$ cat config.mk
export PLATFORM = sky130hd
export DESIGN_NAME = game_update_scheduler
export DESIGN_NICKNAME = d
export VERILOG_FILES = /design/src/rtl/game_update_scheduler.sv
export SDC_FILE = /design/constraint.sdc
export NUM_CORES = 1
export LEC_CHECK = 0
export CELL_PAD_IN_SITES_DETAIL_PLACEMENT = 2
export CELL_PAD_IN_SITES_GLOBAL_PLACEMENT = 2
export CORE_MARGIN = 5
export CORE_UTILIZATION = 32
export CTS_CLUSTER_SIZE = 30
export DETAILED_ROUTE_END_ITERATION = 7
export PLACE_DENSITY_LB_ADDON = 0.1
export SYNTH_ARGS = -nofsm -noshare
export SYNTH_HDL_FRONTEND = slang
export SYNTH_SLANG_ARGS = --single-unit
$ cat constraint.sdc
create_clock -name clk -period 2.2 [get_ports clk]
set_input_delay 0.44 -clock clk [delete_from_list [all_inputs] [get_ports clk]]
set_output_delay 0.44 -clock clk [all_outputs]
set_load 0.05 [all_outputs]
$ cat src/rtl/game_update_scheduler.sv
// Per-frame sequencer: derives the frame tick from the game state, then walks the
// update units in order through a start/done handshake, flagging overruns and hung units.
module game_update_scheduler #(
  parameter int N_UNITS   = 4,
  parameter int FRAME_DIV = 833333,
  parameter int TIMEOUT   = 255
) (
  input  logic               clk,
  input  logic               reset_n,
  input  logic [2:0]         game_state,
  output logic [N_UNITS-1:0] unit_start,
  input  logic [N_UNITS-1:0] unit_done,
  output logic               unit_clear,
  output logic               frame_tick,
  output logic               busy,
  output logic [15:0]        frame_count,
  output logic               overrun,
  output logic               timeout_err
);
  localparam int DIV_W = $clog2(FRAME_DIV);
  localparam int TMO_W = $clog2(TIMEOUT + 1);
  localparam int IDX_W = (N_UNITS > 1) ? $clog2(N_UNITS) : 1;

  localparam logic [2:0] GS_START   = 3'd0;
  localparam logic [2:0] GS_PLAYING = 3'd1;
  localparam logic [2:0] GS_PAUSE   = 3'd2;
  localparam logic [2:0] GS_RESET   = 3'd3;

  typedef enum logic [1:0] {IDLE, ISSUE, WAIT, DONE} state_t;

  state_t             state;
  logic [DIV_W-1:0]   div;
  logic [TMO_W-1:0]   wait_cnt;
  logic [TMO_W-1:0]   wait_cnt_inc;
  logic [IDX_W-1:0]   idx;
  logic [2:0]         last_state;
  logic [N_UNITS-1:0] idx_oh;
  logic               playing;
  logic               paused;
  logic               halted;
  logic               done_hit;
  logic               timed_out;
  logic               last_unit;

  assign playing = (game_state == GS_PLAYING);
  assign paused  = (game_state == GS_PAUSE);
  // START, RESET, GAMEOVER and every undefined code all stop the sequencer
  assign halted  = !playing && !paused;

  for (genvar gi = 0; gi < N_UNITS; gi++) begin : g_idx_dec
    assign idx_oh[gi] = (idx == IDX_W'(gi));
  end

  assign done_hit     = |(unit_done & idx_oh);
  assign wait_cnt_inc = wait_cnt + 1'b1;
  assign timed_out    = (wait_cnt_inc == TMO_W'(TIMEOUT));
  assign last_unit    = (idx == IDX_W'(N_UNITS - 1));

  always_ff @(posedge clk or negedge reset_n) begin
    if (!reset_n) begin
      div        <= '0;
      frame_tick <= 1'b0;
    end else begin
      frame_tick <= 1'b0;
      if (playing) begin
        if (div == DIV_W'(FRAME_DIV - 1)) begin
          div        <= '0;
          frame_tick <= 1'b1;
        end else begin
          div <= div + 1'b1;
        end
      end else if (!paused) begin
        div <= '0;
      end
    end
  end

  always_ff @(posedge clk or negedge reset_n) begin
    if (!reset_n) begin
      state       <= IDLE;
      idx         <= '0;
      wait_cnt    <= '0;
      unit_start  <= '0;
      busy        <= 1'b0;
      frame_count <= '0;
      overrun     <= 1'b0;
      timeout_err <= 1'b0;
      unit_clear  <= 1'b0;
      last_state  <= GS_START;
    end else begin
      last_state <= game_state;
      unit_clear <= (game_state == GS_RESET) && (last_state != GS_RESET);
      unit_start <= '0;

      if (halted && state != IDLE) begin
        state <= IDLE;
        idx   <= '0;
        busy  <= 1'b0;
      end else begin
        case (state)
          IDLE: begin
            if (frame_tick && !halted) begin
              state <= ISSUE;
              idx   <= '0;
              busy  <= 1'b1;
              if (playing) unit_start <= N_UNITS'(1);
            end
          end
          // a zero unit_start here means the issue is parked by PAUSE
          ISSUE: begin
            if (unit_start != '0) begin
              state    <= WAIT;
              wait_cnt <= '0;
            end else if (playing) begin
              unit_start <= idx_oh;
            end
          end
          WAIT: begin
            wait_cnt <= wait_cnt_inc;
            if (done_hit || timed_out) begin
              if (!done_hit) timeout_err <= 1'b1;
              if (last_unit) begin
                state       <= DONE;
                busy        <= 1'b0;
                frame_count <= frame_count + 16'd1;
              end else begin
                state <= ISSUE;
                idx   <= idx + 1'b1;
                if (playing) unit_start <= idx_oh << 1;
              end
            end
          end
          DONE:    state <= IDLE;
          default: state <= IDLE;
        endcase
      end

      if (frame_tick && state != IDLE && !halted) overrun <= 1'b1;

      if (game_state == GS_RESET) begin
        frame_count <= '0;
        overrun     <= 1'b0;
        timeout_err <= 1'b0;
      end
    end
  end
endmodule
==> results by group, run 1 <==
Synth
  • Sequential area share after synthesis: 44.5%
  • EDFF count, synth: 0
  • Post-synth top flop: dfrtp_1
  • Post-synthesis cell type count: 49
  • #FFs+latches synth: 60
  • Syn Nets: 392
  • Ys Warns: 0
  • Syn avg cell area: 9.11 um^2
  • Synthesized instance count: 370
  • Synthesized area: 3370 um^2
  • Post-synth ARST share: 100%

Timing
  • Max_slew headroom: 65.1%
  • Tmin final: 2250 ps
  • Setup slack after layout: -47.4 ps
  • Max Clock Freq: 0.445 GHz
  • Worst Tran Pin Value: 521 ps
  • Final Cycle Share: 102%
  • Final setup fails: 5
  • Setup TNS: -141 ps
  • Final Skew: 7.51 ps
  • RSZ-0062 raised after global routing: true
  • Hold Violations, Final: 0
  • Pins Over Slew Limit: 0

Routing
  • Drt wl/cell: 20.5 um
  • Routed Antenna Nets: 0
  • Via density: 5.49
  • Number of DRC markers in iteration 0: 92
  • Routed WL: 12.7 mm
  • DRC Markers: 0
  • Vias: 3,401
  • WL met2: 6.67 mm
  • Met1 WL: 5.57 mm
  • Pre-antenna DRT Iters: 4
  • Met3 Wirelength: 329 um
  • DR top layer: met4

GRT
  • Largest net degree at the start of global routing: 61
  • Vias in the first global route: 3,841
  • Initial antenna violation count: 0
  • Overflow after GRT: 0
  • First-pass GRT wire length: 19.7 mm
  • Overall global routing resource usage: 19.4%

Critical path
  • Kind of critical path: reg -> reg
  • Register-to-register setup slack: -50 ps
  • CP required: 2460 ps
  • Worst Reg-to-Reg Cells: 8
  • RR Startpoint: wait_cnt[1]$_DFFE_PN0P_
  • Critical Path AT: 2510 ps
  • CP Capture Type: flip-flop
  • CP endpoint: frame_count[0]$_DFFE_PN0P_
  • Worst reg2reg endpoint: frame_count[0]$_DFFE_PN0P_
  • Worst Path Max Fanout: 7
  • Highest cell delay on the worst timing path: 440 ps
  • Critical-path top delay cell: dfrtp_2
  • CP Cell Sequence: and2_1 > o21ai_1 > a311oi_2 > o21a_4 > buf_8 > buf_6 > or3_1 > a21oi_1
  • CP Launch Type: flip-flop
  • Crit path launch: wait_cnt[1]$_DFFE_PN0P_

Floorplan
  • Die area: 12,700 um^2
  • Row count: 37
  • # IOs: 34
  • Core area: 10,300 um^2
  • Die Height: 113 um
  • Die Wd: 113 um
  • Starting Density: 32.7%

Power
  • Pwr dens: 716 nW/um^2
  • Max VDD drop: 0.291 mV
  • Lkg Pwr: 2.10 nW

Cells and area
  • Share of layout cells above drive strength 1: 31.5%
  • Antenna diodes: 0
  • Most frequent cells in the layout: 69 x buf_4, 58 x dfrtp_1, 36 x nand2_1, 30 x clkdlybuf4s50_1, 27 x nor2_1
  • Synth-to-Final Area Change: 46.7%
  • Post-layout util: 47.9%
  • Fin nets: 500
  • Commonest non-fill, non-tap cell in the layout: buf_4

Outcome
  • Status: finished with violations
  • Failing checks: setup timing

CTS
  • Clock Tree Root: clkbuf_8
  • Clock sinks: 60
  • Worst-path clk slew: 70 ps
  • Worst-Skew Late Latency: 350 ps
  • Num CTS Buffers: 9
  • Max H-tree Level: 3
  • Clk buf depth: 2
  • CTS tree: done

Min path
  • Worst min path class: in -> async

Flow run
  • Max Cap Viol: 0

Placement
  • DP Worst Slack: -489 ps
  • Dpl hpwl: 8.22 mm
  • GPL Wtd Cong: 0.835
  • Number of port buffers: 33
-- layer usage --
layer / up-vias / track usage [%]
met2: 40 / 34.9
met1: 1765 / 23.2
met3: 9 / 4.31
met5: - / 0
li1: 1587 / -
met4: 0 / 5.29
-- where the power goes --
part           internal [W]  leakage (nW)  total, W  switching (W)
clock network      0.000502        0.0937  0.000964       0.000462
logic              0.000677          1.19   0.00137       0.000696
registers           0.00115         0.821   0.00120      0.0000503
total               0.00233          2.10   0.00354        0.00121
-- metrics by stage --
stage	area, um^2	total power [W]	instances	hold slack [ps]
4_1_cts	4690	0.00332	611	96.9
6_report	4950	0.00354	619	63.3
2_1_floorplan	3370	0.00171	370	144
3_5_place_dp	4330	0.00220	588	439
3_3_place_gp	4330	0.00216	588	437
5_1_grt	4950	0.00373	619	85.9
-- state kept, by name (all words and copies together) (netlist names) --
| register | flops |
|---|---|
| div | 20 |
| frame_count | 16 |
| wait_cnt | 8 |
| unit_start | 4 |
| last_state | 3 |
| idx | 2 |
| state | 2 |
| busy | 1 |
| frame_tick | 1 |
| overrun | 1 |
| timeout_err | 1 |
| unit_clear | 1 |
-- cell usage after synthesis, types with 3 or more instances --
master	number	area share, %
a21o_1	4	0.89
a21oi_1	18	2.7
a22o_1	3	0.78
a31oi_1	6	1.1
a32oi_1	3	0.78
and2_1	4	0.74
and3_1	9	1.7
and4_1	4	1.0
buf_2	7	1.0
clkbuf_1	9	1.0
dfrtp_1	60	45
ha_1	13	4.8
inv_1	12	1.3
nand2_1	37	4.1
nand2b_1	4	0.74
nand3_1	17	2.5
nand4_1	10	1.9
nor2_1	29	3.2
nor3_1	7	1.0
nor3b_1	3	0.67
nor4_1	3	0.56
o21ai_0	15	2.2
o21ai_1	27	4.0
o31ai_1	17	3.8
o41ai_1	4	1.0
or3_1	4	0.74
or4_1	12	2.7
xor2_1	3	0.78
-- how the worst min path moves through the flow --
stage	startpoint	to	slack, ps
floorplan	reset_n	busy$_DFFE_PN0P_	140
global placement	last_state[0]$_DFF_PN0_	unit_clear$_DFF_PN0_	440
detailed placement	last_state[0]$_DFF_PN0_	unit_clear$_DFF_PN0_	440
CTS	reset_n	frame_count[9]$_DFFE_PN0P_	100
global route	reset_n	frame_count[14]$_DFFE_PN0P_	90
finish	reset_n	frame_count[14]$_DFFE_PN0P_	60
-- repair_timing --
action                                  CTS  global route
setup buffers                             7             7
resized for setup                        28            42
hold buffers                              0             0
endpoints found under the setup margin   31            23
gates cloned                              0             2
pin swaps                                 8            24
-- cell type report --
class / instances / area, um^2
Fill cell: 1092 / 5380
Inverter: 12 / 45.0
Clock buffer: 15 / 176
Clock inverter: 1 / 5.00
Tap cell: 136 / 170
Multi-Input combinational cell: 280 / 2010
Sequential cell: 60 / 1500
Timing Repair Buffer: 115 / 1040
-- worst max-delay path, delay by kind of cell, from the launching register on --
family | cells | cell delay, ps
AO/OA/AOI/OAI | 4 | 860
AND/OR/NAND/NOR | 2 | 580
flip-flops | 1 | 440
buffers and inverters | 2 | 260
-- kinds of logic after synthesis --
| kind of cell | share of synthesized area [%] |
|---|---|
| compound gates | 20.0 |
| xor+xnor | 1.30 |
| fa+ha+maj | 4.82 |
| buf+inv | 4.04 |
| flops | 44.5 |
| mux | 1.30 |
| simple gates | 24.0 |
Power figures use the tool's default switching activity.
==> run 2, diff against run 1 <==
CELL_PAD_IN_SITES_DETAIL_PLACEMENT = 1   (was 2)
CORE_ASPECT_RATIO = 1.75   (was not set)
==> run 2 against run 1 <==
  * The flow now finishes without violations
  * Via count fell by 4.0%
  * Cell count fell by 4.7%
  * Utilization fell by 2.3 points
  * Worst hold slack improved by 24 ps
  * Flip-flop and latch count did not move
  * Setup slack improved by 57 ps
  * Largest cell class unchanged
==> results by group, run 2 (synthesis gave the netlist of run 1 again) <==
Routing
  • DRC Markers: 0 (unchanged)
  • Vias: 3,266 (-4.0%)
  • Routed WL: 10.5 mm (-17%)
  • Via density: 5.54 (+0.75%)
  • Drt wl/cell: 17.8 um (-13%)
  • Pre-antenna DRT Iters: 4 (unchanged)
  • Number of DRC markers in iteration 0: 102 (+11%)
  • Routed Antenna Nets: 0 (unchanged)

Timing
  • Setup slack after layout: 9.43 ps (+56.8 ps)
  • Max_slew headroom: 64.9% (-0.21 points)
  • Pins Over Slew Limit: 0 (unchanged)
  • Hold Violations, Final: 0 (unchanged)
  • Final Skew: 8.47 ps (+0.964 ps)
  • Max Clock Freq: 0.457 GHz (+2.6%)
  • RSZ-0062 raised after global routing: true
  • Final Cycle Share: 99.6% (-2.6 points)
  • Worst Tran Pin Value: 525 ps (+3.19 ps)
  • Final setup fails: 0 (-5)
  • Tmin final: 2190 ps (-56.8 ps)

Power
  • Lkg Pwr: 1.99 nW (-5.2%)
  • Power consumption: 0.00357 W (+0.73%)
  • Pwr dens: 758 nW/um^2 (+6.0%)
  • Max VDD drop: 0.396 mV (+36%)

GRT
  • Largest net degree at the start of global routing: 61 (unchanged)
  • Overflow after GRT: 0 (unchanged)
  • Initial antenna violation count: 0 (unchanged)
  • Overall global routing resource usage: 17.4% (-2.0 points)
  • First-pass GRT wire length: 17.4 mm (-11%)
  • Vias in the first global route: 3,478 (-9.5%)

Placement
  • GPL Wtd Cong: 0.749 (-10%)
  • Number of port buffers: 33 (unchanged)
  • Dpl hpwl: 7.46 mm (-9.2%)
  • Post-DP Area: 4210 um^2 (-2.9%)
  • DP Worst Slack: -322 ps (+167 ps)

Flow run
  • Max Cap Viol: 0 (unchanged)

Cells and area
  • Commonest non-fill, non-tap cell in the layout: dfrtp_1
  • Fin area: 4700 um^2 (-4.9%)
  • Top flop regs: div: 20 flops, frame_count: 16 flops, wait_cnt: 8 flops
  • Biggest register: div
  • Number of flip-flops under the largest register name: 20 (unchanged)
  • Share of layout cells above drive strength 1: 23.8% (-7.7 points)
  • Synth-to-Final Area Change: 39.5%
  • Fin nets: 480 (-4.0%)
  • Antenna diodes: 0 (unchanged)
  • Most frequent cells in the layout: 58 x dfrtp_1, 56 x buf_4, 37 x nand2_1, 32 x clkdlybuf4s50_1, 29 x nor2_1

Critical path
  • Register-to-register setup slack: 9 ps (+60 ps)
  • Worst Path Max Fanout: 15 (+8)
  • Worst reg2reg endpoint: frame_count[5]$_DFFE_PN0P_
  • CP Launch Type: flip-flop
  • Kind of critical path: reg -> reg
  • CP Capture Type: flip-flop
  • CP required: 2460 ps (about the same)
  • Worst Reg-to-Reg Cells: 8 (unchanged)
  • RR Startpoint: wait_cnt[1]$_DFFE_PN0P_
  • Critical Path AT: 2450 ps (-60 ps)

Floorplan
  • # IOs: 34 (unchanged)
  • Die Wd: 87.6 um (-22%)
  • Core area: 10,300 um^2 (-0.23%)
  • Die Height: 146 um (+29%)
  • Starting Density: 32.7% (+0.075 points)
  • Die area: 12,800 um^2 (+0.64%)
  • Row count: 49 (+32%)

CTS
  • Clock Tree Root: clkbuf_16
  • Clk buf depth: 2 (unchanged)
  • Worst-Skew Late Latency: 330 ps (-20 ps)
  • Max H-tree Level: 3 (unchanged)
  • Worst-path clk slew: 50 ps (-20 ps)
  • Clock sinks: 60 (unchanged)
  • Num CTS Buffers: 9 (unchanged)
  • CTS tree: done

Outcome
  • Status: complete, no violations

Min path
  • Worst min path class: in -> async
## run 2: changes by cell type in the layout (fill, tap and decap cells not counted), moves of 4 or more
cell / previous run / this run
buf_4: 69 / 56
clkbuf_8: 12 / 1
clkbuf_16: 1 / 9
or4_1: 3 / 9
buf_6: 6 / 2
or4_4: 9 / 3
## run 2: power by group
group	switching [W]	internal (W)
Clock	0.000499	0.000788
Combinational	0.000559	0.000525
Sequential	0.0000401	0.00115
## run 2: stage by stage
| step | setup TNS [ps] | instances | utilization (%) | hold slack, ps |
|---|---|---|---|---|
| 6_report | 0 | 590 | 45.7 | 87.5 |
| 5_1_grt | -738 | 590 | 45.7 | 144 |
| 4_1_cts | 0 | 590 | 45.0 | 130 |
| 3_5_place_dp | -6360 | 567 | 40.9 | 470 |
| 3_3_place_gp | -5120 | 567 | 40.9 | 458 |
| 2_1_floorplan | 0 | 370 | - | 144 |
## run 2: worst max-delay path by stage
stage                     depth (start not counted)                           to  slack [ps]                    start
after floorplan                                   8  frame_count[11]$_DFFE_PN0P_          90  wait_cnt[0]$_DFFE_PN0P_
after global placement                            7           idx[1]$_DFFE_PN0P_        -290            game_state[0]
after detailed placement                          7           idx[1]$_DFFE_PN0P_        -320            game_state[0]
after CTS                                         8   frame_count[9]$_DFFE_PN0P_           3  wait_cnt[1]$_DFFE_PN0P_
after global routing                              8  frame_count[13]$_DFFE_PN0P_         -90  wait_cnt[1]$_DFFE_PN0P_
final                                             8   frame_count[5]$_DFFE_PN0P_           9  wait_cnt[1]$_DFFE_PN0P_
## run 2: critical path: stages, from the launching register on
cell and delay, ps:
dfrtp_1 420, ha_4 180, nand4_1 170, nor4_4 190
a311oi_2 110, o21a_4 250, buf_12 140, or4_1 510
a21oi_2 140
## run 2: timing repair
item	4_1_cts	5_1_grt
endpoints found under the setup margin	33	26
resized for setup	17	17
gates cloned	2	0
pin swaps	11	2
hold buffers	0	0
setup buffers	5	0
## run 2: cell type report
class,instances,area [um^2]
repair buffers,94,841
well taps,127,159
fillers,1202,5600
multi-input cells,281,1880
inverters,12,45.0
flip-flops and latches,60,1500
clock buffers,12,246
clock inverters,4,25.0
## run 2: per-layer routing
metal / global-route usage (%) / vias up / wire, um
met3: 2.78 / 14 / 217
met2: 34.0 / 34 / 6350
met4: 6.37 / 0 / 189
li1: - / 1549 / -
met1: 17.5 / 1669 / 3760
met5: 0 / - / 0
==> run 3, diff against run 2 <==
==> constraint.sdc (replaced) <==
create_clock -name clk -period 2.2 [get_ports clk]
set_input_delay 0.22 -clock clk [delete_from_list [all_inputs] [get_ports clk]]
set_output_delay 0.22 -clock clk [all_outputs]
set_load 0.05 [all_outputs]
==> run 3 against run 2 <==
  * Final area increased by 2.7%
  * Clock skew shrank 2.9 ps
  * Critical path depth grew 1
  * Maximum frequency decreased by 0.37%
  * Worst hold slack improved by 320 ps
  * Critical path type unchanged
==> results by group, run 3 (synthesis gave the netlist of run 1 again) <==
Outcome
  • Status: complete, no violations

GRT
  • Vias in the first global route: 3,533 (+1.6%)
  • Initial antenna violation count: 0 (unchanged)
  • Largest net degree at the start of global routing: 40 (-34%)
  • First-pass GRT wire length: 17.2 mm (-0.99%)
  • Overall global routing resource usage: 17.3% (-0.12 points)
  • Overflow after GRT: 0 (unchanged)

Timing
  • Setup TNS: 0 ps (unchanged)
  • Tmin final: 2200 ps (+8.24 ps)
  • Max_slew headroom: 52.9% (-12 points)
  • Setup slack after layout: 1.19 ps (-8.24 ps)
  • Hold Violations, Final: 0 (unchanged)
  • Final setup fails: 0 (unchanged)
  • Final Skew: 5.60 ps (-2.87 ps)
  • Max Clock Freq: 0.455 GHz (-0.37%)
  • Worst Tran Pin Value: 696 ps (+171 ps)
  • RSZ-0062 raised after global routing: true
  • Pins Over Slew Limit: 0 (unchanged)
  • Final Cycle Share: 99.9% (+0.37 points)

Cells and area
  • Share of layout cells above drive strength 1: 26.3% (+2.5 points)
  • Antenna diodes: 0 (unchanged)
  • Sequential Area: 1500 um^2 (unchanged)
  • Biggest register: div
  • Fin nets: 477 (-0.63%)
  • Commonest non-fill, non-tap cell in the layout: dfrtp_1
  • Finished Layout Cells: 587 (-0.51%)
  • Fillers: 1,181 (-1.7%)
  • Multi-input logic area: 1930 um^2 (+2.7%)
  • Most frequent cells in the layout: 58 x dfrtp_1, 50 x buf_4, 37 x nand2_1, 32 x clkdlybuf4s50_1, 29 x nor2_1
  • Number of flip-flops under the largest register name: 20 (unchanged)
  • Post-layout util: 46.9% (+1.2 points)
  • Synth-to-Final Area Change: 43.3%
  • Top flop regs: div: 20 flops, frame_count: 16 flops, wait_cnt: 8 flops

Power
  • Max VDD drop: 0.481 mV (+22%)
  • Power consumption: 0.00381 W (+6.7%)
  • Lkg Pwr: 2.04 nW (+2.4%)
  • Pwr dens: 788 nW/um^2 (+3.9%)

CTS
  • Worst-path clk slew: 50 ps (about the same)
  • Worst-Skew Late Latency: 330 ps (about the same)
  • Max H-tree Level: 3 (unchanged)
  • CTS tree: done
  • Clk buf depth: 2 (unchanged)
  • Num CTS Buffers: 9 (unchanged)
  • Clock sinks: 60 (unchanged)
  • Clock Tree Root: clkbuf_16

Min path
  • Worst min path class: in -> async

Critical path
  • Highest cell delay on the worst timing path: 440 ps (-70 ps)
  • CP Cell Sequence: ha_4 > buf_6 > nor3b_4 > a21oi_2 > o21a_2 > buf_4 > clkbuf_16 > or3_1 > a21oi_1
  • CP Launch Type: flip-flop
  • Kind of critical path: reg -> reg
  • Critical Path AT: 2460 ps (about the same)
  • RR Startpoint: wait_cnt[0]$_DFFE_PN0P_
  • CP required: 2460 ps (about the same)
  • CP Capture Type: flip-flop
  • Crit path launch: wait_cnt[0]$_DFFE_PN0P_
  • Critical-path top delay cell: dfrtp_2
  • Delay-heaviest family, CP: simple AND/OR/NAND/NOR gates
  • Worst Path Max Fanout: 14 (-1)
  • CP bufs+invs: 3 (+2)

Placement
  • GPL Wtd Cong: 0.738 (-1.4%)
  • DP Worst Slack: -92.1 ps (+230 ps)
  • Number of port buffers: 33 (unchanged)
  • Placed Cells: 561 (-1.1%)
  • Dpl hpwl: 7.61 mm (+2.0%)

Routing
  • Routed WL: 10.5 mm (-0.27%)
  • Via density: 5.48 (-1.0%)
  • Drt wl/cell: 17.9 um (+0.24%)
  • Vias: 3,216 (-1.5%)
  • Pre-antenna DRT Iters: 5 (+1)
  • Routed Antenna Nets: 0 (unchanged)
  • DRC Markers: 0 (unchanged)
  • Number of DRC markers in iteration 0: 54 (-47%)

Floorplan
  • Die area: 12,800 um^2 (unchanged)
  • Starting Density: 32.7% (unchanged)
  • Core area: 10,300 um^2 (unchanged)
  • Die Height: 146 um (unchanged)
  • Die Wd: 87.6 um (unchanged)
  • # IOs: 34 (unchanged)
  • Row count: 49 (unchanged)

Flow run
  • Max Cap Viol: 0 (unchanged)
[run 3: worst reg2reg max path, delay by kind of cell, from the launching register on]
kind / cells / cell delay [ps]
buffers and inverters: 3 / 450
adders and majority gates: 1 / 200
AOI/OAI and AO/OA: 3 / 500
DFF: 1 / 440
and+or+nand+nor: 2 / 530
[run 3: timing repair]
item | 4_1_cts | 5_1_grt
endpoints found under the setup margin | 19 | 28
pin swaps | 3 | 11
hold buffers | 1 | 0
setup buffers | 1 | 6
hold endpoints to repair | 21 | 0
gates cloned | 0 | 2
gates resized for setup | 9 | 39
[run 3: layout make-up]
cell class	instances	share of cell area [%]
clock buffer	10	4.95
sequential	60	31.1
tap	127	3.29
inverter	12	0.932
timing repair buffer	92	17.9
clock inverter	6	1.81
multi-input combinational	280	40.0
[run 3: per-stage QoR]
step	hold WS (ps)	area, um^2
final	403	4830
after global placement	234	4190
after CTS	423	4570
after global routing	464	4830
after floorplan	-75.6	3370
after detailed placement	241	4190
[run 3: worst paths after layout]
check                                               to  slack, ps  cells after the start
min in group clk                  unit_clear$_DFF_PN0_        460                      1
max in group asynchronous          div[10]$_DFFE_PN0P_       1190                      3
setup reg to reg            frame_count[0]$_DFFE_PN0P_          1                      9
hold / removal             frame_count[11]$_DFFE_PN0P_        400                      2
hold reg to reg                   unit_clear$_DFF_PN0_        460                      1
setup / recovery            frame_count[0]$_DFFE_PN0P_          1                      9
[run 3: where the power goes]
| part | leakage (nW) | internal (W) | switching, W |
|---|---|---|---|
| logic | 1.06 | 0.000511 | 0.000568 |
| clock network | 0.162 | 0.00102 | 0.000507 |
| registers | 0.821 | 0.00116 | 0.0000440 |
[run 3: per-layer routing]
metal / vias up / routed length, um / GRT usage (%)
met5: - / 0 / 0
met4: 0 / 255 / 7.76
met3: 17 / 180 / 2.95
met2: 29 / 6160 / 32.9
met1: 1621 / 3890 / 17.4
li1: 1549 / - / -
